### src/rtl/tmma_left_feeder.sv
// tmma_left_feeder: left-edge operand injector for the TMMA PE array.
// Accepts one K column of A per beat and pushes it into the array with a
// systolic skew: row r sees the beat r cycles after row 0. Each element is
// tagged with its K index, the A data-type code and the job precision.
//
// Source handshake: a beat transfers in any cycle where src_valid_i and
// src_ready_o are both 1. src_ready_o depends only on the FSM state (high
// in FEED). src_data_i and src_valid_i are ignored while src_ready_o is 0.
module tmma_left_feeder #(
   parameter int   ROWS   = 4,
   parameter int   DATA_W = 32,
   parameter int   CNT_W  = 8,
   parameter int   PREC_W = 2,
   parameter logic TYPE_A = 1'b0
) (
   input  logic                     clk,
   input  logic                     rst_n,
   input  logic                     start_i,
   input  logic [CNT_W-1:0]         k_len_i,
   input  logic [PREC_W-1:0]        precision_i,
   input  logic                     src_valid_i,
   output logic                     src_ready_o,
   input  logic [ROWS*DATA_W-1:0]   src_data_i,
   output logic [ROWS-1:0]          left_data_valid_o,
   output logic [ROWS*CNT_W-1:0]    left_data_cnt_o,
   output logic [ROWS-1:0]          left_data_type_o,
   output logic [ROWS*PREC_W-1:0]   left_precision_o,
   output logic [ROWS*DATA_W-1:0]   left_data_o,
   output logic                     busy_o,
   output logic                     done_o,
   output logic [1:0]               dbg_state_o
);

   localparam int DRW = (ROWS > 1) ? $clog2(ROWS) : 1;

   typedef enum logic [1:0] {
      S_IDLE  = 2'd0,
      S_FEED  = 2'd1,
      S_DRAIN = 2'd2,
      S_DONE  = 2'd3
   } state_t;

   state_t             r_state;
   state_t             w_next;
   logic [CNT_W-1:0]   r_k_len;
   logic [CNT_W-1:0]   r_k;
   logic [PREC_W-1:0]  r_prec;
   logic [DRW-1:0]     r_drain;
   logic               w_accept;
   logic               w_last;
   logic               w_drain_end;

   assign w_accept    = src_valid_i && (r_state == S_FEED);
   assign w_last      = w_accept && (r_k == (r_k_len - CNT_W'(1)));
   assign w_drain_end = (r_drain == DRW'(ROWS - 1));

   assign src_ready_o = (r_state == S_FEED);
   assign busy_o      = (r_state != S_IDLE);
   assign done_o      = (r_state == S_DONE);
   assign dbg_state_o = r_state;

   // State register.
   always_ff @(posedge clk or negedge rst_n) begin
      if (!rst_n) begin
         r_state <= S_IDLE;
      end else begin
         r_state <= w_next;
      end
   end

   // Next-state logic: a zero-length job skips straight to DONE; the
   // drain phase waits until the last beat has left the deepest row.
   always_comb begin
      w_next = r_state;
      case (r_state)
         S_IDLE: begin
            if (start_i) begin
               w_next = (k_len_i == '0) ? S_DONE : S_FEED;
            end
         end
         S_FEED: begin
            if (w_last) begin
               w_next = S_DRAIN;
            end
         end
         S_DRAIN: begin
            if (w_drain_end) begin
               w_next = S_DONE;
            end
         end
         S_DONE: begin
            w_next = S_IDLE;
         end
         default: begin
            w_next = S_IDLE;
         end
      endcase
   end

   // Job parameters, beat counter and drain counter.
   always_ff @(posedge clk or negedge rst_n) begin
      if (!rst_n) begin
         r_k_len <= '0;
         r_k     <= '0;
         r_prec  <= '0;
         r_drain <= '0;
      end else begin
         case (r_state)
            S_IDLE: begin
               if (start_i && (k_len_i != '0)) begin
                  r_k_len <= k_len_i;
                  r_prec  <= precision_i;
                  r_k     <= '0;
               end
            end
            S_FEED: begin
               if (w_accept) begin
                  r_k <= r_k + CNT_W'(1);
               end
               if (w_last) begin
                  r_drain <= '0;
               end
            end
            S_DRAIN: begin
               r_drain <= r_drain + DRW'(1);
            end
            default: begin
               r_drain <= '0;
            end
         endcase
      end
   end

   // Per-row skew chains. Row r is r+1 registers deep; stage 0 takes the
   // accepted element or a zeroed bubble, so invalid slots never carry
   // stale cnt/data into the array.
   for (genvar r = 0; r < ROWS; r++) begin : g_row
      logic               r_v [0:r];
      logic [CNT_W-1:0]   r_c [0:r];
      logic [DATA_W-1:0]  r_d [0:r];

      // Shift the row's chain every cycle, loading stage 0 from the source.
      always_ff @(posedge clk or negedge rst_n) begin
         if (!rst_n) begin
            for (int s = 0; s <= r; s++) begin
               r_v[s] <= 1'b0;
               r_c[s] <= '0;
               r_d[s] <= '0;
            end
         end else begin
            r_v[0] <= w_accept;
            r_c[0] <= w_accept ? r_k : '0;
            r_d[0] <= w_accept ? src_data_i[r*DATA_W +: DATA_W] : '0;
            for (int s = 1; s <= r; s++) begin
               r_v[s] <= r_v[s-1];
               r_c[s] <= r_c[s-1];
               r_d[s] <= r_d[s-1];
            end
         end
      end

      assign left_data_valid_o[r]                  = r_v[r];
      assign left_data_cnt_o[r*CNT_W +: CNT_W]     = r_c[r];
      assign left_data_o[r*DATA_W +: DATA_W]       = r_d[r];
      assign left_data_type_o[r]                   = r_v[r] ? TYPE_A : 1'b0;
      assign left_precision_o[r*PREC_W +: PREC_W]  = r_v[r] ? r_prec : '0;
   end

endmodule

### config.mk
export PLATFORM = sky130hd
export DESIGN_NAME = tmma_left_feeder
export DESIGN_NICKNAME = d
export VERILOG_FILES = /design/src/rtl/tmma_left_feeder.sv
export SDC_FILE = /design/constraint.sdc
export NUM_CORES = 1
export LEC_CHECK = 0
export ABC_CLOCK_PERIOD_IN_PS = 2600
export CELL_PAD_IN_SITES_DETAIL_PLACEMENT = 1
export CELL_PAD_IN_SITES_GLOBAL_PLACEMENT = 2
export CORE_MARGIN = 2
export CORE_UTILIZATION = 30
export DETAILED_ROUTE_END_ITERATION = 16
export GPL_TIMING_DRIVEN = 0
export PLACE_DENSITY = 0.78
export SLEW_MARGIN = 10
export SYNTH_ARGS = -nofsm -noshare
export SYNTH_HDL_FRONTEND = slang
export SYNTH_SLANG_ARGS = --single-unit
### constraint.sdc
create_clock -name clk -period 2.6 [get_ports clk]
set_input_delay 0.39 -clock clk [delete_from_list [all_inputs] [get_ports clk]]
set_output_delay 0.39 -clock clk [all_outputs]
set_load 0.005 [all_outputs]
# Word-level counts from Yosys, hierarchy flattened

Index checks and enable logic that the tools add are counted.

Add/subtract/negate cells: 3
Equality and inequality tests: 10
Mux-type cells: 19
Bitwise gates (word level): 1
Reductions and logical operators: 12

Operator list:

| operator                                                                 | number |
|---|---|
| 32-bit two-way mux                                                       | 4 |
| 8-bit two-way mux                                                        | 3 |
| 2-bit two-way mux                                                        | 9 |
| 8-bit case mux with 2 select lines                                       | 1 |
| 8-bit by 1-bit adder with 8-bit output (second input constant)           | 1 |
| 8-bit == test                                                            | 1 |
| 8-bit zero test                                                          | 1 |
| 2-bit case mux with 4 select lines                                       | 1 |
| 8-bit nonzero test                                                       | 1 |
| 8-bit by 1-bit subtractor with 8-bit output (second input constant)      | 1 |
| 2-bit == test (second input constant)                                    | 3 |
| 2-bit inequality test (second input constant)                            | 3 |
| 2-bit case mux with 3 select lines                                       | 1 |
| 3-bit AND reduction                                                      | 2 |
| 2-bit by 1-bit inequality test with 1-bit output (second input constant) | 2 |
| 2-bit AND reduction                                                      | 2 |
| 2-bit nonzero test                                                       | 2 |
| 1-bit logical AND                                                        | 3 |
| 2-bit by 1-bit adder with 2-bit output (second input constant)           | 1 |
| 2-bit by 1-bit == test with 1-bit output (second input constant)         | 1 |
| 2-bit zero test                                                          | 1 |
| 1-bit NOT                                                                | 1 |

Register bits: 378
Input bits: 142
Output and inout port bits: 181
Logic and storage cells: 68

# Longest topological paths before layout

Gate-level depths: netlist of run 1.

Word-level depth: 5
Depth in mapped cells: 9
Depth with buffers taken out: 8

# Worst setup path after synthesis of run 1

OpenSTA, ideal clock, no wires.

Path type: flip-flop to flip-flop
From: register r_state[1] (netlist: dbg_state_o[1])
To: register r_drain[0]
Setup time: 125 ps
Arrival: 1987 ps
Required time: 2475 ps
Path slack: 488 ps
Stages on the path, launching flop included: 9
Buffers on the path: 1
Period minus slack after synthesis: 2112 ps
Cells stage by stage: dfrtp_1 inv_1 ha_1 clkbuf_2 and2_1 nand3_1 o41ai_4 nand3_2 mux2_4

Word-level cells in the longest chain between the ends: 5
Elaborated cells on any way between the ends: 9
Those cells by class: eq/ne (3); mux (1); bitwise (1); reduce/logical (4)

Ends and longest elaborated chain:

| what                                                              | line | text |
|---|---|---|
| start, declared                                                   | 43   | `state_t r_state;` |
| start signal, assigned                                            | 67   | `r_state <= w_next;` |
| 2-bit by 1-bit == test with 1-bit output                          | -    |  |
| named net src_ready_o                                             | 22   | `output logic src_ready_o,` |
| 1-bit logical AND                                                 | 53   | `assign w_accept = src_valid_i && (r_state == S_FEED);` |
| named net w_accept                                                | 49   | `logic w_accept;` |
| 1-bit logical AND                                                 | 54   | `assign w_last = w_accept && (r_k == (r_k_len - CNT_W'(1)));` |
| 2-bit by 1-bit inequality test with 1-bit output (no source line) | -    |  |
| 2-bit AND reduction (no source line)                              | -    |  |
| end signal, assigned                                              | 125  | `r_drain <= r_drain + DRW'(1);` |
| end, declared                                                     | 48   | `logic [DRW-1:0] r_drain;` |

The timed path passes the listed nets, and every way through them passes these cells.
A chain may end at the register's enable or synchronous reset.

# Final worst setup path of run 1

From: register r_state[1] (netlist: dbg_state_o[1])
To: output busy_o

Word-level cells in the longest chain between the ends: 1

Ends and longest elaborated chain:

| what               | line | text |
|---|---|---|
| 2-bit nonzero test | 58   | `assign busy_o = (r_state != S_IDLE);` |
| end, declared      | 29   | `output logic busy_o,` |

No other way between the ends.

==> impl_metrics.yaml, run 1 <==
cts:
  ctsRootBufferMaster: "clkbuf_16"
  clock_sinks: 378
  cts_tree: "built"
  cts.path.max_buffers: 3
  cts.htree.levels: 2
  worstSkewPairLatency_ns: 0.56
  cts_buffers: 41
  clk_pin_slew_worst_paths_ns: 0.06
status:
  status: "finished clean"
power:
  switchingPower_mw: 4.235
  p_comb_share_pct: 20.0
  internal_power_mw: 12.03
  cellPowerDensity_mw_per_mm2: 933.7
  swShare_pct: 26.04
  p_clk_share_pct: 35.5
  ir_drop_mv: 0.4104
  sequentialPowerShare_pct: 44.6
  p_leak_nw: 8.757
worst_setup_path:
  cp.arrival_ns: 2.01
  crit_fanout: 7
  critPathLaunchType: "register"
  crit_required_ns: 2.21
  end_kind: "output port"
  crit_type: "register to output port"
synthesis:
  ys.flop_type: "dfrtp_1"
  yosys_register_bits: 378
  synth_area_leaders: "dfrtp_1 (78%), and3_1 (7.1%), buf_4 (6.4%)"
  synth_top_area_share_pct: 78.14
  yosys_warnings: 0
  netlist_area_mm2: 0.01211
  yosysTopAreaCell: "dfrtp_1"
  synth_edf_count: 0
  ys_types: 40
  post_synth.cell_area_avg_um2: 15.54
  yosysSeqAreaShare_pct: 78.14
  synthCells: 779
  async_reset_ff_share_pct: 100.0
detailed_routing:
  drc_errors: 0
  viasPerCell: 4.123
  wl_per_cell_um: 17.94
  ant_nets: 0
  drt_first_iter_violations: 213
  wl_mm: 30.58
  num_vias: 7026
  dr.pass1.iters: 4
cells_and_area:
  drive_above_1_share_pct: 16.64
  fin_nets: 1296
  area_delta_synth_final_pct: 43.88
  n_fill_cell: 4086
  regArea_mm2: 0.009459
  multiInputGateArea_mm2: 0.001715
floorplan:
  ios: 323
  initial_core_util_pct: 30.40
  core_area_mm2: 0.03982
  dieWidth_um: 204.9
  rows: 73
  dieArea_mm2: 0.04197
  die_h_um: 204.9
global_routing:
  antenna_found_initial: 2
  use_met2_pct: 25.51
  first_global_vias: 7784
  use_met1_pct: 18.24
  grt_pass1_wl_mm: 46.71
  track_usage_pct: 14.85
  grt_max_degree: 119
  busiest_layer: "met2"
  grt_use_met3_pct: 3.086
  grt-ovfl-total: 0
place:
  place_congestion: 0.7945
  hpwl_mm: 21.75
  port_buffers: 318
timing:
  fin_skew_ns: 0.01515
  fmax_mhz: 416.4
  rsz0062_at_grt: "false"
  hold_viol: 0
  worst_slew_margin_rel_pct: 45.71
  setup_viol: 0
  post-route-min-period_ns: 2.402
  period_share_pct: 92.38
  tns_ns: 0
  slew_violations: 0
  tightest_slew_ns: 0.8143
  whs_ns: 0.3310
hold_path:
  hold_path_class: "register to register"
run:
  cap_viol_max_count: 0
[sequential cells by signal, summed over array words and instances (netlist names)]
register,count
left_data_o,96
left_data_cnt_o,16
g_row.r_d,224
r_k_len,8
r_k,8
left_data_valid_o,1
g_row.r_v,3
g_row.r_c,16
r_drain,2
r_prec,2
dbg_state_o,2
[final cells by class]
type / count / share of cell area (%)
multi-input combinational: 257 / 9.849
sequential: 378 / 54.31
clock buffer: 57 / 6.760
clock inverter: 17 / 1.042
inverter: 8 / 0.1724
buffer: 139 / 5.244
antenna: 1 / 0.01437
timing repair buffer: 322 / 18.84
tap: 525 / 3.772
[cell families after synthesis]
| logic type | share of synthesized area [%] |
|---|---|
| compound gates | 1.602 |
| xor+xnor | 0.6511 |
| fa+ha+maj | 0.7235 |
| buf+inv | 7.783 |
| flops | 78.14 |
| mux | 1.302 |
| other cells | 0.03098 |
| simple gates | 9.767 |
[placed cells by master, fill, tap and decap left out, types with 5 or more instances in the layout]
cell type / instances
nand3_1: 5
ha_1: 7
clkinvlp_4: 5
and2_1: 9
clkinv_2: 6
nor2_1: 6
nor3_1: 7
clkbuf_16: 42
mux2_2: 10
clkbuf_8: 7
o21ai_0: 8
a21oi_1: 8
dfrtp_1: 378
clkdlybuf4s50_1: 317
clkbuf_1: 40
and3_1: 137
inv_1: 7
nand2_1: 13
xor2_1: 5
buf_4: 103
[Yosys cell counts (all sizes together) (2+ instances only)]
| library cell | instances |
|---|---|
| nand4 | 2 |
| o2111ai | 2 |
| ha | 7 |
| nor2b | 3 |
| nor2 | 6 |
| xor2 | 5 |
| a21oi | 8 |
| and3 | 137 |
| or4 | 2 |
| inv | 8 |
| clkbuf | 34 |
| dfrtp | 378 |
| buf | 105 |
| mux2i | 3 |
| nand2b | 4 |
| nand3 | 6 |
| nor3b | 2 |
| o21ai | 9 |
| xnor2 | 4 |
| and2 | 9 |
| mux2 | 11 |
| nand2 | 13 |
| nor3 | 7 |
| or2 | 3 |
[what timing repair did]
item | in CTS | in global routing
hold endpoints to repair | 73 | 0
hold buffers | 1 | 0
resized for setup | 0 | 4
setup buffers | 0 | 0
endpoints found under the setup margin | 0 | 7
[layer usage]
layer / wire length (um) / part of all wire [%]
met2: 15670 / 51
met1: 12570 / 41
met5: 0 / 0
met3: 1223 / 4.0
met4: 1110 / 3.6
[stage by stage]
stage,utilization [%],instances,instance area (um2),setup WS [ns],total power [mW]
final,43.74,1704,17420,0.1982,16.26
after global routing,43.74,1704,17420,0.007161,17.17
after CTS,43.73,1703,17410,0.06221,16.57
after detailed placement,40.29,1628,16040,0.01790,10.67
after global placement,40.07,1625,15960,-14.70,10.53
after floorplan,-,782,12120,0.4881,8.761
[path summary, 6_finish.rpt]
path                                            startpoint                          to  slack (ns)  depth (start not counted)
max in group asynchronous                            rst_n  g_row[3].r_d[88]$_DFF_PN0_        0.85                          4
worst max register to register  dbg_state_o[1]$_DFFE_PN0P_      r_drain[0]$_DFFE_PN0P_        0.21                          8
min in group asynchronous                            rst_n  g_row[0].r_d[17]$_DFF_PN0_        0.40                          2
worst max-delay path            dbg_state_o[1]$_DFFE_PN0P_                      busy_o        0.20                          4
worst min register to register  g_row[1].r_d[57]$_DFF_PN0_   left_data_o[57]$_DFF_PN0_        0.33                          0
worst min-delay path            g_row[1].r_d[57]$_DFF_PN0_   left_data_o[57]$_DFF_PN0_        0.33                          0
[worst max-delay path, cell delays in order (launching register included)]
cell and delay, ns:
dfrtp_1 0.43, inv_1 0.10, ha_1 0.25, inv_2 0.15, clkdlybuf4s50_1 0.53
[power groups by stage]
stage	registers (mW)	clock network [mW]	logic (mW)
3_5_place_dp	7.37	0	3.30
4_1_cts	7.27	5.96	3.33
2_1_floorplan	7.22	0	1.54
6_report	7.25	5.77	3.24
5_1_grt	7.36	6.23	3.57
3_3_place_gp	7.33	0	3.20
(Power assumes the default switching activity.)
==> run 2: changes to the inputs <==
==> constraint.sdc (replaced) <==
create_clock -name clk -period 2.6 [get_ports clk]
set_input_delay 0.52 -clock clk [delete_from_list [all_inputs] [get_ports clk]]
set_output_delay 0.52 -clock clk [all_outputs]
set_load 0.005 [all_outputs]
==> impl_metrics.yaml, run 2 (synthesis results as in run 1) <==
timing:
  setup_viol: 0
  period_share_pct: 93.92
  tns_ns: 0
  post-route-min-period_ns: 2.442
  hold_viol: 0
  fin_skew_ns: 0.01513
  tightest_slew_ns: 0.8145
  whs_ns: 0.3310
  worst_slew_margin_rel_pct: 45.70
  fmax_mhz: 409.5
  slew_violations: 0
  rsz0062_at_grt: "false"
global_routing:
  grt_pass1_wl_mm: 46.71
  grt_max_degree: 119
  antenna_found_initial: 2
  grt-ovfl-total: 0
  track_usage_pct: 14.85
  first_global_vias: 7784
cells_and_area:
  top_register: "g_row.r_d"
  fin_nets: 1296
  largest_reg_flops: 224
  fin_area_mm2: 0.01742
  drive_above_1_share_pct: 16.81
  layout.cells.non_filler: 1704
  final_cell_mix: "dfrtp_1 (377), clkdlybuf4s50_1 (317), and3_1 (137)"
  final_common_cell: "dfrtp_1"
  area_delta_synth_final_pct: 43.91
  n_fill_cell: 4086
cts:
  cts.path.max_buffers: 3
  ctsRootBufferMaster: "clkbuf_16"
  worstSkewPairLatency_ns: 0.56
  post-cts-setup-buffers: 0
  clk_pin_slew_worst_paths_ns: 0.06
  cts_tree: "built"
  clock_sinks: 378
  cts_buffers: 41
  cts.htree.levels: 2
worst_setup_path:
  rrSetupSlack_ns: 0.22
  end_kind: "output port"
  cp.arrival_ns: 1.92
  crit_fanout: 7
  worstReg2RegStart: "dbg_state_o[1]$_DFFE_PN0P_"
  rr_endpoint: "r_drain[0]$_DFFE_PN0P_"
  path_cells: "inv_1, ha_2, inv_2, clkdlybuf4s50_1"
  crit_required_ns: 2.08
  cp-startpoint: "dbg_state_o[0]$_DFFE_PN0P_"
  critPathLaunchType: "register"
  reg2reg_depth: 8
  cp_slowest_cell: "clkdlybuf4s50_1"
  crit_type: "register to output port"
  cpPeakStageDelay_ns: 0.53
power:
  p_clk_share_pct: 35.5
  cellPowerDensity_mw_per_mm2: 933.8
  sequentialPowerShare_pct: 44.6
  internal_power_mw: 12.03
  ir_drop_mv: 0.4106
  swShare_pct: 26.04
  switchingPower_mw: 4.236
  p_comb_share_pct: 20.0
  p_total_mw: 16.27
  p_leak_nw: 8.754
place:
  place_congestion: 0.7945
  dpl-instance-area_mm2: 0.01604
  hpwl_mm: 21.75
  dpl.cell_count: 1628
  port_buffers: 318
floorplan:
  dieArea_mm2: 0.04197
  die_h_um: 204.9
  dieWidth_um: 204.9
  core_area_mm2: 0.03982
  rows: 73
  initial_core_util_pct: 30.40
  ios: 323
run:
  cap_viol_max_count: 0
detailed_routing:
  wl_mm: 30.58
  viasPerCell: 4.121
  ant_nets: 0
  num_vias: 7022
  wl_per_cell_um: 17.94
  dr.pass1.iters: 4
  drc_errors: 0
  drt_first_iter_violations: 205
status:
  status: "finished clean"
hold_path:
  worstHoldStart: "g_row[1].r_d[57]$_DFF_PN0_"
  min_path_cells: 0
  worstHoldEndpoint: "left_data_o[57]$_DFF_PN0_"
  hold_path_class: "register to register"
[run 2: metrics by stage]
step | setup slack (ns) | util [%]
after floorplan | 0.4881 | -
after global placement | -14.83 | 40.07
after detailed placement | -0.1121 | 40.29
after CTS | 0.02400 | 43.73
after global routing | 0.02331 | 43.74
final | 0.1580 | 43.74
[run 2: worst max-delay path by stage]
stage	slack, ns	endpoint	cells past startpoint
after floorplan	0.49	r_drain[0]$_DFFE_PN0P_	8
after global placement	-14.83	g_row[3].r_d[119]$_DFF_PN0_	1
after detailed placement	-0.11	g_row[1].r_d[38]$_DFF_PN0_	4
after CTS	0.02	busy_o	4
after global routing	0.02	r_drain[0]$_DFFE_PN0P_	8
final	0.16	busy_o	4
[run 2: power by group through the flow]
stage                     Clock, mW  Combinational [mW]  Sequential [mW]
final                          5.77                3.25             7.25
after global placement            0                3.20             7.33
after CTS                      5.96                3.34             7.27
after detailed placement          0                3.30             7.37
after floorplan                   0                1.54             7.22
after global routing           6.23                3.58             7.37
[run 2: critical path: cells and delay by family (launching register included)]
kind | cells | cell delay [ns]
buffers and inverters | 3 | 0.75
DFF | 1 | 0.39
adders and majority gates | 1 | 0.22
[run 2: final cells by class]
type | count | area, um2 | area share [%]
well taps | 525 | 656.9 | 3.771
repair buffers | 322 | 3281 | 18.83
inverters | 8 | 30.03 | 0.1724
clock buffers | 57 | 1177 | 6.759
plain buffers | 139 | 913.4 | 5.243
diodes | 1 | 2.502 | 0.01436
flip-flops and latches | 378 | 9460 | 54.31
multi-input cells | 257 | 1718 | 9.861
clock inverters | 17 | 181.4 | 1.041
[run 2: timing repair]
action | 4_1_cts | 5_1_grt
hold buffers | 1 | 0
gates resized for setup | 1 | 5
endpoints found under the setup margin | 1 | 7
hold endpoints to repair | 73 | 0
[run 2: routing by layer]
metal,vias up,wire [um],track usage [%]
met4,0,1111,6.012
li1,3205,-,-
met3,70,1226,3.086
met1,3567,12570,18.24
met2,180,15670,25.51
met5,-,0,0
